$ cat config.mk
export PLATFORM = sky130hd
export DESIGN_NAME = prog_iram_flat
export DESIGN_NICKNAME = d
export VERILOG_FILES = /design/src/rtl/prog_iram_pkg.sv /design/src/rtl/prog_iram_if.sv /design/src/rtl/iram_array.sv /design/src/rtl/prog_iram.sv /design/src/flat_wrapper.sv
export SDC_FILE = /design/constraint.sdc
export NUM_CORES = 2
export LEC_CHECK = 0
export BUFFER_PORTS_ARGS = -buffer_cell sky130_fd_sc_hd__buf_2
export CORE_UTILIZATION = 58
export DETAILED_ROUTE_END_ITERATION = 7
export PLACE_DENSITY = 0.73
export SYNTH_ARGS = -nofsm -noshare
export SYNTH_HDL_FRONTEND = slang
export SYNTH_SLANG_ARGS = --single-unit
$ cat constraint.sdc
create_clock -name CLK -period 9.8 [get_ports CLK]
set_input_delay 1.96 -clock CLK [delete_from_list [all_inputs] [get_ports CLK]]
set_output_delay 1.96 -clock CLK [all_outputs]
set_load 0.02 [all_outputs]
$ cat src/rtl/prog_iram_pkg.sv
// prog_iram_pkg: shared FSM encoding, default fill word and a clog2 helper
// for the loadable instruction memory.
package prog_iram_pkg;

  typedef enum logic [1:0] {
    ST_CLEAR = 2'd0,
    ST_IDLE  = 2'd1,
    ST_LOAD  = 2'd2
  } state_t;

  localparam logic [15:0] DEFAULT_FILL_WORD = 16'h0000;

  // Ceiling log2; clog2(0) = clog2(1) = 0.
  function automatic int unsigned clog2(input int unsigned v);
    int unsigned r;
    r = 0;
    for (int unsigned i = 0; i < 32'd32; i++) begin
      if ((64'd1 << i) < 64'(v)) r = i + 32'd1;
    end
    return r;
  endfunction

endpackage

$ cat src/rtl/prog_iram_if.sv
// prog_iram_if: valid/ready program loader port.
//   LD_START/LD_VALID/LD_DATA/LD_LAST : loader -> memory
//   LD_READY/LD_DONE/LD_ERR/LD_SUM    : memory -> loader
interface prog_iram_if #(
  parameter int unsigned DATA_W = 16
);
  logic              LD_START;
  logic              LD_VALID;
  logic              LD_READY;
  logic [DATA_W-1:0] LD_DATA;
  logic              LD_LAST;
  logic              LD_DONE;
  logic              LD_ERR;
  logic [DATA_W-1:0] LD_SUM;

  modport master (
    output LD_START, LD_VALID, LD_DATA, LD_LAST,
    input  LD_READY, LD_DONE, LD_ERR, LD_SUM
  );

  modport slave (
    input  LD_START, LD_VALID, LD_DATA, LD_LAST,
    output LD_READY, LD_DONE, LD_ERR, LD_SUM
  );
endinterface

$ cat src/rtl/iram_array.sv
// iram_array: DEPTH x DATA_W storage, one synchronous write port and one
// combinational read port. Contents are not reset.
//   CLK, we/waddr/wdata : write port
//   raddr/rdata         : asynchronous read port
module iram_array
  import prog_iram_pkg::*;
#(
  parameter int unsigned DATA_W = 16,
  parameter int unsigned DEPTH  = 128,
  parameter int unsigned AW     = 7
) (
  input  logic              CLK,
  input  logic              we,
  input  logic [AW-1:0]     waddr,
  input  logic [DATA_W-1:0] wdata,
  input  logic [AW-1:0]     raddr,
  output logic [DATA_W-1:0] rdata
);

  logic [DATA_W-1:0] mem [DEPTH];

  always_ff @(posedge CLK) begin
    if (we) mem[waddr] <= wdata;
  end

  assign rdata = mem[raddr];

endmodule

$ cat src/rtl/prog_iram.sv
// prog_iram: loadable instruction memory. Sweeps FILL_WORD through the
// array after reset, then accepts programs over a valid/ready port.
//   CLK, RESET : clock, async active-high reset
//   ADDR/Q     : combinational CPU fetch (byte address in, word out)
//   RUN        : program valid, CPU may execute (IDLE only)
//   ld         : loader port (start/valid/ready/data/last, done/err/sum)
module prog_iram
  import prog_iram_pkg::*;
#(
  parameter int unsigned       DATA_W    = 16,
  parameter int unsigned       DEPTH     = 128,
  parameter int unsigned       ADDR_W    = 8,
  parameter logic [DATA_W-1:0] FILL_WORD = DATA_W'(DEFAULT_FILL_WORD)
) (
  input  logic              CLK,
  input  logic              RESET,
  input  logic [ADDR_W-1:0] ADDR,
  output logic [DATA_W-1:0] Q,
  output logic              RUN,
  prog_iram_if.slave        ld
);

  localparam int unsigned PTR_W = clog2(DEPTH + 1);
  localparam int unsigned AW    = (clog2(DEPTH) == 0) ? 1 : clog2(DEPTH);
  localparam int unsigned SHIFT = clog2(DATA_W / 8);
  localparam logic [PTR_W-1:0] DEPTH_P = PTR_W'(DEPTH);
  localparam logic [PTR_W-1:0] LAST_P  = PTR_W'(DEPTH - 1);

  state_t            state;
  logic [PTR_W-1:0]  clr_ptr;
  logic [PTR_W-1:0]  wptr;
  logic              run_q;
  logic              ready_q;
  logic              done_q;
  logic              err_q;
  logic [DATA_W-1:0] sum_q;

  logic              accept_c;
  logic              we_c;
  logic [AW-1:0]     waddr_c;
  logic [DATA_W-1:0] wdata_c;
  logic [ADDR_W-1:0] idx_c;
  logic              in_range_c;
  logic [AW-1:0]     raddr_c;
  logic [DATA_W-1:0] rdata_c;

  // Write-port muxing: the clear sweep owns the port in CLEAR; in LOAD a
  // handshake writes only when not pre-empted by LD_START and not overflowing.
  always_comb begin
    accept_c = (state == ST_LOAD) && !ld.LD_START && ld.LD_VALID && ready_q;
    we_c     = (state == ST_CLEAR) || (accept_c && (wptr < DEPTH_P));
    waddr_c  = (state == ST_CLEAR) ? AW'(clr_ptr) : AW'(wptr);
    wdata_c  = (state == ST_CLEAR) ? FILL_WORD : ld.LD_DATA;
  end

  // Fetch path: drop sub-word address bits, range check, and mask to
  // FILL_WORD whenever the program is not valid.
  always_comb begin
    idx_c      = ADDR >> SHIFT;
    in_range_c = 32'(idx_c) < DEPTH;
    raddr_c    = in_range_c ? AW'(idx_c) : '0;
    Q          = (run_q && in_range_c) ? rdata_c : FILL_WORD;
  end

  iram_array #(
    .DATA_W (DATA_W),
    .DEPTH  (DEPTH),
    .AW     (AW)
  ) u_array (
    .CLK   (CLK),
    .we    (we_c),
    .waddr (waddr_c),
    .wdata (wdata_c),
    .raddr (raddr_c),
    .rdata (rdata_c)
  );

  // Control FSM with registered status outputs.
  always_ff @(posedge CLK or posedge RESET) begin
    if (RESET) begin
      state   <= ST_CLEAR;
      clr_ptr <= '0;
      wptr    <= '0;
      run_q   <= 1'b0;
      ready_q <= 1'b0;
      done_q  <= 1'b0;
      err_q   <= 1'b0;
      sum_q   <= '0;
    end else begin
      done_q <= 1'b0;
      case (state)
        ST_CLEAR: begin
          clr_ptr <= clr_ptr + PTR_W'(1);
          if (clr_ptr == LAST_P) begin
            state <= ST_IDLE;
            run_q <= 1'b1;
          end
        end
        ST_IDLE: begin
          if (ld.LD_START) begin
            state   <= ST_LOAD;
            wptr    <= '0;
            sum_q   <= '0;
            err_q   <= 1'b0;
            run_q   <= 1'b0;
            ready_q <= 1'b1;
          end
        end
        ST_LOAD: begin
          if (ld.LD_START) begin
            wptr  <= '0;
            sum_q <= '0;
            err_q <= 1'b0;
          end else if (accept_c) begin
            if (wptr < DEPTH_P) begin
              wptr  <= wptr + PTR_W'(1);
              sum_q <= sum_q ^ ld.LD_DATA;
            end else begin
              err_q <= 1'b1;
            end
            if (ld.LD_LAST) begin
              state   <= ST_IDLE;
              done_q  <= 1'b1;
              run_q   <= 1'b1;
              ready_q <= 1'b0;
            end
          end
        end
        default: begin
          state   <= ST_CLEAR;
          clr_ptr <= '0;
          run_q   <= 1'b0;
          ready_q <= 1'b0;
        end
      endcase
    end
  end

  assign RUN         = run_q;
  assign ld.LD_READY = ready_q;
  assign ld.LD_DONE  = done_q;
  assign ld.LD_ERR   = err_q;
  assign ld.LD_SUM   = sum_q;

endmodule

$ cat src/flat_wrapper.sv
// flat-port wrapper written by rule: the top's interface ports become plain ports
module prog_iram_flat import prog_iram_pkg::*;
#(
  parameter int unsigned       DATA_W    = 16,
  parameter int unsigned       DEPTH     = 128,
  parameter int unsigned       ADDR_W    = 8,
  parameter logic [DATA_W-1:0] FILL_WORD = DATA_W'(DEFAULT_FILL_WORD)
)
  (CLK, RESET, ADDR, Q, RUN, ld_LD_START, ld_LD_VALID, ld_LD_DATA, ld_LD_LAST, ld_LD_READY, ld_LD_DONE, ld_LD_ERR, ld_LD_SUM);
  prog_iram_if #(.DATA_W(DATA_W)) ld_i ();
  input  logic CLK;
  input  logic RESET;
  input  logic [ADDR_W-1:0] ADDR;
  output logic [DATA_W-1:0] Q;
  output logic RUN;
  input wire logic [$bits(ld_i.LD_START)-1:0] ld_LD_START;
  input wire logic [$bits(ld_i.LD_VALID)-1:0] ld_LD_VALID;
  input wire logic [$bits(ld_i.LD_DATA)-1:0] ld_LD_DATA;
  input wire logic [$bits(ld_i.LD_LAST)-1:0] ld_LD_LAST;
  output wire logic [$bits(ld_i.LD_READY)-1:0] ld_LD_READY;
  output wire logic [$bits(ld_i.LD_DONE)-1:0] ld_LD_DONE;
  output wire logic [$bits(ld_i.LD_ERR)-1:0] ld_LD_ERR;
  output wire logic [$bits(ld_i.LD_SUM)-1:0] ld_LD_SUM;
  assign ld_i.LD_START = ld_LD_START;
  assign ld_i.LD_VALID = ld_LD_VALID;
  assign ld_i.LD_DATA = ld_LD_DATA;
  assign ld_i.LD_LAST = ld_LD_LAST;
  assign ld_LD_READY = ld_i.LD_READY;
  assign ld_LD_DONE = ld_i.LD_DONE;
  assign ld_LD_ERR = ld_i.LD_ERR;
  assign ld_LD_SUM = ld_i.LD_SUM;
  prog_iram #(.DATA_W(DATA_W), .DEPTH(DEPTH), .ADDR_W(ADDR_W), .FILL_WORD(FILL_WORD)) u_core (.CLK(CLK), .RESET(RESET), .ADDR(ADDR), .Q(Q), .RUN(RUN), .ld(ld_i));
endmodule
# Word-level counts from Yosys, hierarchy flattened
# Memories as Yosys holds them, arrays and structs flattened.
# Index checks and enable logic that the tools add are counted.
dict set report word_totals {
  register_bits 38
  ramBits 2048
  input_bits 29
  out_inout_bits 36
  elab_cells 82
  n_memories 1
}
dict set report classes {
  addsub 2
  order_cmp 2
  eq_ne 11
  n_mux 42
  bitwise 2
  n_reduce_logical 14
}
# memory depth word_bits read_ports rd_ports_with_merged_regs write_ports line_no
set mem_list {}
lappend mem_list {u_core.u_array.mem 128 16 1 0 1 iram_array.sv:20} ;# logic [DATA_W-1:0] mem [DEPTH];
# cell n
set op_table {}
lappend op_table {{two-way mux 16 bit} 6}
lappend op_table {{two-way mux 8 bit} 4}
lappend op_table {{one-hot mux 16 bit (2 select lines)} 1}
lappend op_table {{one-hot mux 8 bit (2 select lines)} 2}
lappend op_table {{two-way mux 1 bit} 18}
lappend op_table {{adder 8 x 1 -> 8 bit, second input constant} 2}
lappend op_table {{XOR 16 bit} 1}
lappend op_table {{two-way mux 7 bit} 2}
lappend op_table {{two-way mux 2 bit} 5}
lappend op_table {{AND reduction 5 bit} 2}
lappend op_table {{== test 8 x 7 -> 1 bit, second input constant} 1}
lappend op_table {{< comparator 7 x 8 -> 1 bit, second input constant} 1}
lappend op_table {{< comparator 8 bit, second input constant} 1}
lappend op_table {{!= test 2 bit, second input constant} 4}
lappend op_table {{AND reduction 4 bit} 2}
lappend op_table {{!= test 3 bit, second input constant} 2}
lappend op_table {{one-hot mux 1 bit (3 select lines)} 2}
lappend op_table {{one-hot mux 2 bit (3 select lines)} 1}
lappend op_table {{logical AND 1 bit} 5}
lappend op_table {{!= test 3 x 2 -> 1 bit, second input constant} 1}
lappend op_table {{== test 2 x 1 -> 1 bit, second input constant} 1}
lappend op_table {{== test 2 bit, second input constant} 1}
lappend op_table {{zero test 2 bit} 1}
lappend op_table {{!= test 2 x 1 -> 1 bit, second input constant} 1}
lappend op_table {{6 further kinds} 6}

# Depth between registers and ports, before layout
dict set report logic_depth {
  ltp_word 8
  mapped_depth 11
  mapped_depth_nobuf 7
}

# Modules after synthesis
# Synthesis repeated with hierarchy kept, for this count alone.
dict set report hier_totals {
  hier_cells 3315
  hier_area_um2 80483.4
}
# mod n_inst cells_each area_per_inst_um2 seq_area_each_um2
set modules_own_cells {}
lappend modules_own_cells {iram_array 1 3070 78202.5 61499.0}
lappend modules_own_cells {prog_iram 1 245 2280.9 950.9}

# Least setup slack after synthesis
# OpenSTA, ideal clock, no wires.
dict set report synth_path {
  path_type {input to output}
  from {input port ADDR[2]}
  to {output port Q[0]}
  arrival_time_ns 4.107
  required_ns 7.840
  slack_ns 3.733
  stages 8
  path_buffers 3
  path_cell_list {buf_2 -> buf_2 -> clkbuf_1 -> mux4_2 -> nand3_1 -> nand4_1 -> or4_1 -> o31a_1}
}
dict set report synth_via {
  elab_chain_len 4
  elab_cells_between_ends 5
  classes_between {order compare (1); mux (2); reduce/logical (1); memory (1)}
}
# item line_no
set synth_rtl {}
lappend synth_rtl {{from (decl)} flat_wrapper.sv:13} ;# input logic [ADDR_W-1:0] ADDR;
lappend synth_rtl {{< comparator 7 x 8 -> 1 bit} prog_iram.sv:60} ;# in_range_c = 32'(idx_c) < DEPTH;
lappend synth_rtl {{two-way mux 7 bit} prog_iram.sv:61} ;# raddr_c = in_range_c ? AW'(idx_c) : '0;
lappend synth_rtl {{memory read (128 x 16 bit)} --}
lappend synth_rtl {{two-way mux 16 bit (*)} prog_iram.sv:62} ;# Q = (run_q && in_range_c) ? rdata_c : FILL_WORD;
lappend synth_rtl {{to (decl)} flat_wrapper.sv:14} ;# output logic [DATA_W-1:0] Q;
# Mark *: on every way between the ends. The rest lies on a longest branch, timed or not.

# Final worst setup path
dict set report layout_path {
  from {input port ADDR[1]}
  to {output port Q[13]}
}
# Same word-level chain as after synthesis.

==> impl_results.md <==
* Clk_skew at 0.0298 ns
* Routed wire per std cell at 31.5 microns
* CP top delay family: buffers and inverters
* RD Place Congestion at 0.944
* CP endpoint kind: primary output
* Multi-input logic area at approximately 0.018 sq mm
* Io pins at 65
* Largest fanout on the critical path at between 70 and 80
* Post-CTS Resized at 0
* # rows at 136
* Total Wirelength at 196 mm
* Largest stage delay on the critical path at about 0.80 ns
* DRC viols at 0
* FF-to-FF End: u_core.u_array.mem[110][6]$_DFFE_PP_
* Cells after synthesis at 3999
* Period Utilization, post-route at 0.792
* Largest net degree at the start of global routing at 113
* Flop2flop setup slack at 4.83 ns
* Yosys warning count at 0
* Slowest CP cell: or4_1
* GRT Total Usage at 0.280
* Vias in the first global route at 40.5k
* Die Area at 0.141 sq mm
* Cts bufs inserted at 196
* Die Y at 376 microns
* Least-Margin Pin Slew at 1.38 ns
* Drt pass-1 iters at 7
* Final setup TNS at 0 ns
* RSZ-0062 raised after global routing: false
* Port bufs at 63
* Die Width at 376 microns
* Synth cell types at 54
* Cells after DPL at 5868
* Pwr/cell area at 192 mW/mm^2
* Global-route wire length before repair at 284 mm
* Final #Nets at 4239
* Utilization after layout at 0.655
* Depth of the most critical reg-to-reg path at 6
* CTS tree: done
* CTS Root Cell: clkbuf_16
* Setup Buffers After CTS at 0
* Maxcap violations at 0
* Clk sink count at around 2.1k
* Dpl ws at 2.04 ns
* CTS max path bufs at 3
* FF+latch count, synth at around 2.1k
* Htree depth at 4
* Area of the core at between 0.1 and 0.15 sq mm
* Maximum VDD drop at about 0.19 mV
* Worst-skew pair later-pin latency at 0.83 ns
* Fin. max-slew vios at 0
* Relative slew slack at 0.0749
* HP Class: register to register
* Netlist Area Pre-Place at 0.0812 sq mm
* Worst endpoint data arrival time at approximately 5.8 ns
* Via count at 41.5k
* Worst r2r src: u_core.state[0]$_DFFE_PP0P_
* Dpl cell area at 0.0844 sq mm
* # fillers at 8928
* Max Fclk at 129 MHz
* Register area share after synthesis at 0.769
* Status: completed
* Commonest non-fill, non-tap cell in the layout: edfxtp_1
* Syn nets at 4035
* Most frequent cells in the layout: edfxtp_1, mux4_2, nand3_1
* Period minus WS final at 7.76 ns
* DR iter-0 viols at about 5.6k
* EDFF count, synth at approximately 2.0k
* Setup CP Type: input port to primary output
* Layout Cell Area excl Fill at 0.0905 sq mm
* CTS Hold Bufs at 0
* Seq. cell area at 0.0624 sq mm
* Final Setup Violations at 0
* Worst setup margin at ~2.0 ns
* Hold Vio Cnt, Final at 0
* Most common flop cell mapped by yosys: edfxtp_1
* Area grow syn2layout at 11.5%
* Vias/cell at 6.66
* Async SR Flop Fraction at 0.0182
* Gr ovfl total at 0
* CP startpoint kind: input port
* Critical-path cell list: buf_8 -> buf_4 -> mux4_2 -> nand3_1 -> nand4_1 -> or4_1 -> o31a_1 -> buf_2
* Hold endpoint: u_core.ld.LD_ERR$_DFFE_PP0P_
* Reg clk slew, reported paths at 0.06 ns
* Final non-filler cell total at 6225
* Share of cells above drive strength 1 at 0.230
* Initial Util at 0.587
* Pleak at roughly 28 nW
* Hold path cells at 2
* DPL Wire Length at approximately 110 mm
* Buffers and inverters on the worst path at 3
* Worst path required time at 7.84 ns
* Syn avg cell area at 20.3 sq um
* Worst hold start: u_core.ld.LD_ERR$_DFFE_PP0P_
* Initial antenna violation count at 17
* Routed Antenna Nets at 0
-- routing by layer --
layer	GRT usage	wire [microns]	vias up
met3	0.0579	20300	396
met5	0	8	-
met4	0.104	7250	2
met2	0.431	93100	2433
li1	-	-	16983
met1	0.402	75600	21669
-- power by group --
group          internal [mW]  total (mW)  switching, mW
clock                   4.06        7.22           3.16
sequential              9.64        9.64              0
combinational          0.195       0.507          0.312
total                   13.9        17.4           3.47
-- cells in the mapped netlist, types with 12 or more instances --
cell | n | area [sq um]
a31oi_1 | 30 | 188
o21ai_0 | 14 | 70.1
a2bb2oi_1 | 15 | 131
nor2_1 | 155 | 582
mux2i_1 | 222 | 2220
o2111ai_1 | 15 | 131
buf_4 | 14 | 105
mux2_2 | 22 | 248
a22oi_1 | 77 | 578
dfrtp_1 | 38 | 951
nand2_1 | 54 | 203
o31a_1 | 16 | 140
buf_6 | 18 | 203
edfxtp_1 | 2048 | 61500
clkbuf_1 | 142 | 533
a21oi_1 | 22 | 110
nor2b_1 | 22 | 138
nand4_1 | 86 | 538
buf_2 | 58 | 290
or4_1 | 19 | 143
mux4_2 | 417 | 9390
and3_1 | 32 | 200
buf_1 | 22 | 82.6
nand3_1 | 335 | 1680
inv_1 | 12 | 45.0
xor2_1 | 17 | 149
-- stage by stage --
step | total power, mW | hold WS, ns
6_report | 17.4 | 0.521
3_3_place_gp | 10.3 | 0.497
4_1_cts | 17.4 | 0.519
2_1_floorplan | 10.2 | 0.506
5_1_grt | 17.8 | 0.567
3_5_place_dp | 10.3 | 0.504
-- worst reg2reg max path: stages (launching register included) --
cell     delay [ns]
dfrtp_1        0.44
inv_1          0.11
ha_2           0.19
buf_4          0.62
mux2i_1        0.90
nand3_1        1.12
nor2_2         1.21
-- cell type report --
cell class,count,share of cell area
tap,1863,0.0258
multi-input combinational,1647,0.195
inverter,12,0.000498
clock buffer,260,0.0584
clock inverter,88,0.00846
sequential,2086,0.690
timing repair buffer,260,0.0215
antenna,9,0.000249
-- kinds of logic (layout without fill, tap and decap cells) --
group | count (synthesis) | in the layout | synth area share
adder cells (fa/ha/maj) | 7 | 7 | 0.00108
buffers and inverters | 266 | 620 | 0.0155
multiplexers | 661 | 661 | 0.146
AO/OA/AOI/OAI | 214 | 214 | 0.0192
other | 0 | 9 | 0
XOR/XNOR | 19 | 19 | 0.00205
AND/OR/NAND/NOR | 746 | 746 | 0.0467
flip-flops | 2086 | 2086 | 0.769
-- worst max-delay path by stage --
stage,from,endpoint,slack (ns),depth (start not counted)
after detailed placement,ADDR[1],Q[13],2.04,8
after global placement,ADDR[1],Q[13],2.02,8
after global routing,ADDR[1],Q[13],1.93,8
final,ADDR[1],Q[13],2.04,8
after CTS,ADDR[1],Q[13],2.03,8
after floorplan,ADDR[2],Q[0],3.73,8
-- registers in the layout, indices dropped and copies added, names as in the netlist --
signal	count
u_core.ld.LD_READY	1
u_core.clr_ptr	8
u_core.u_array.mem	2048
u_core.state	2
u_core.RUN	1
u_core.ld.LD_DONE	1
u_core.wptr	8
u_core.ld.LD_SUM	16
u_core.ld.LD_ERR	1
(Power assumes the default switching activity.)
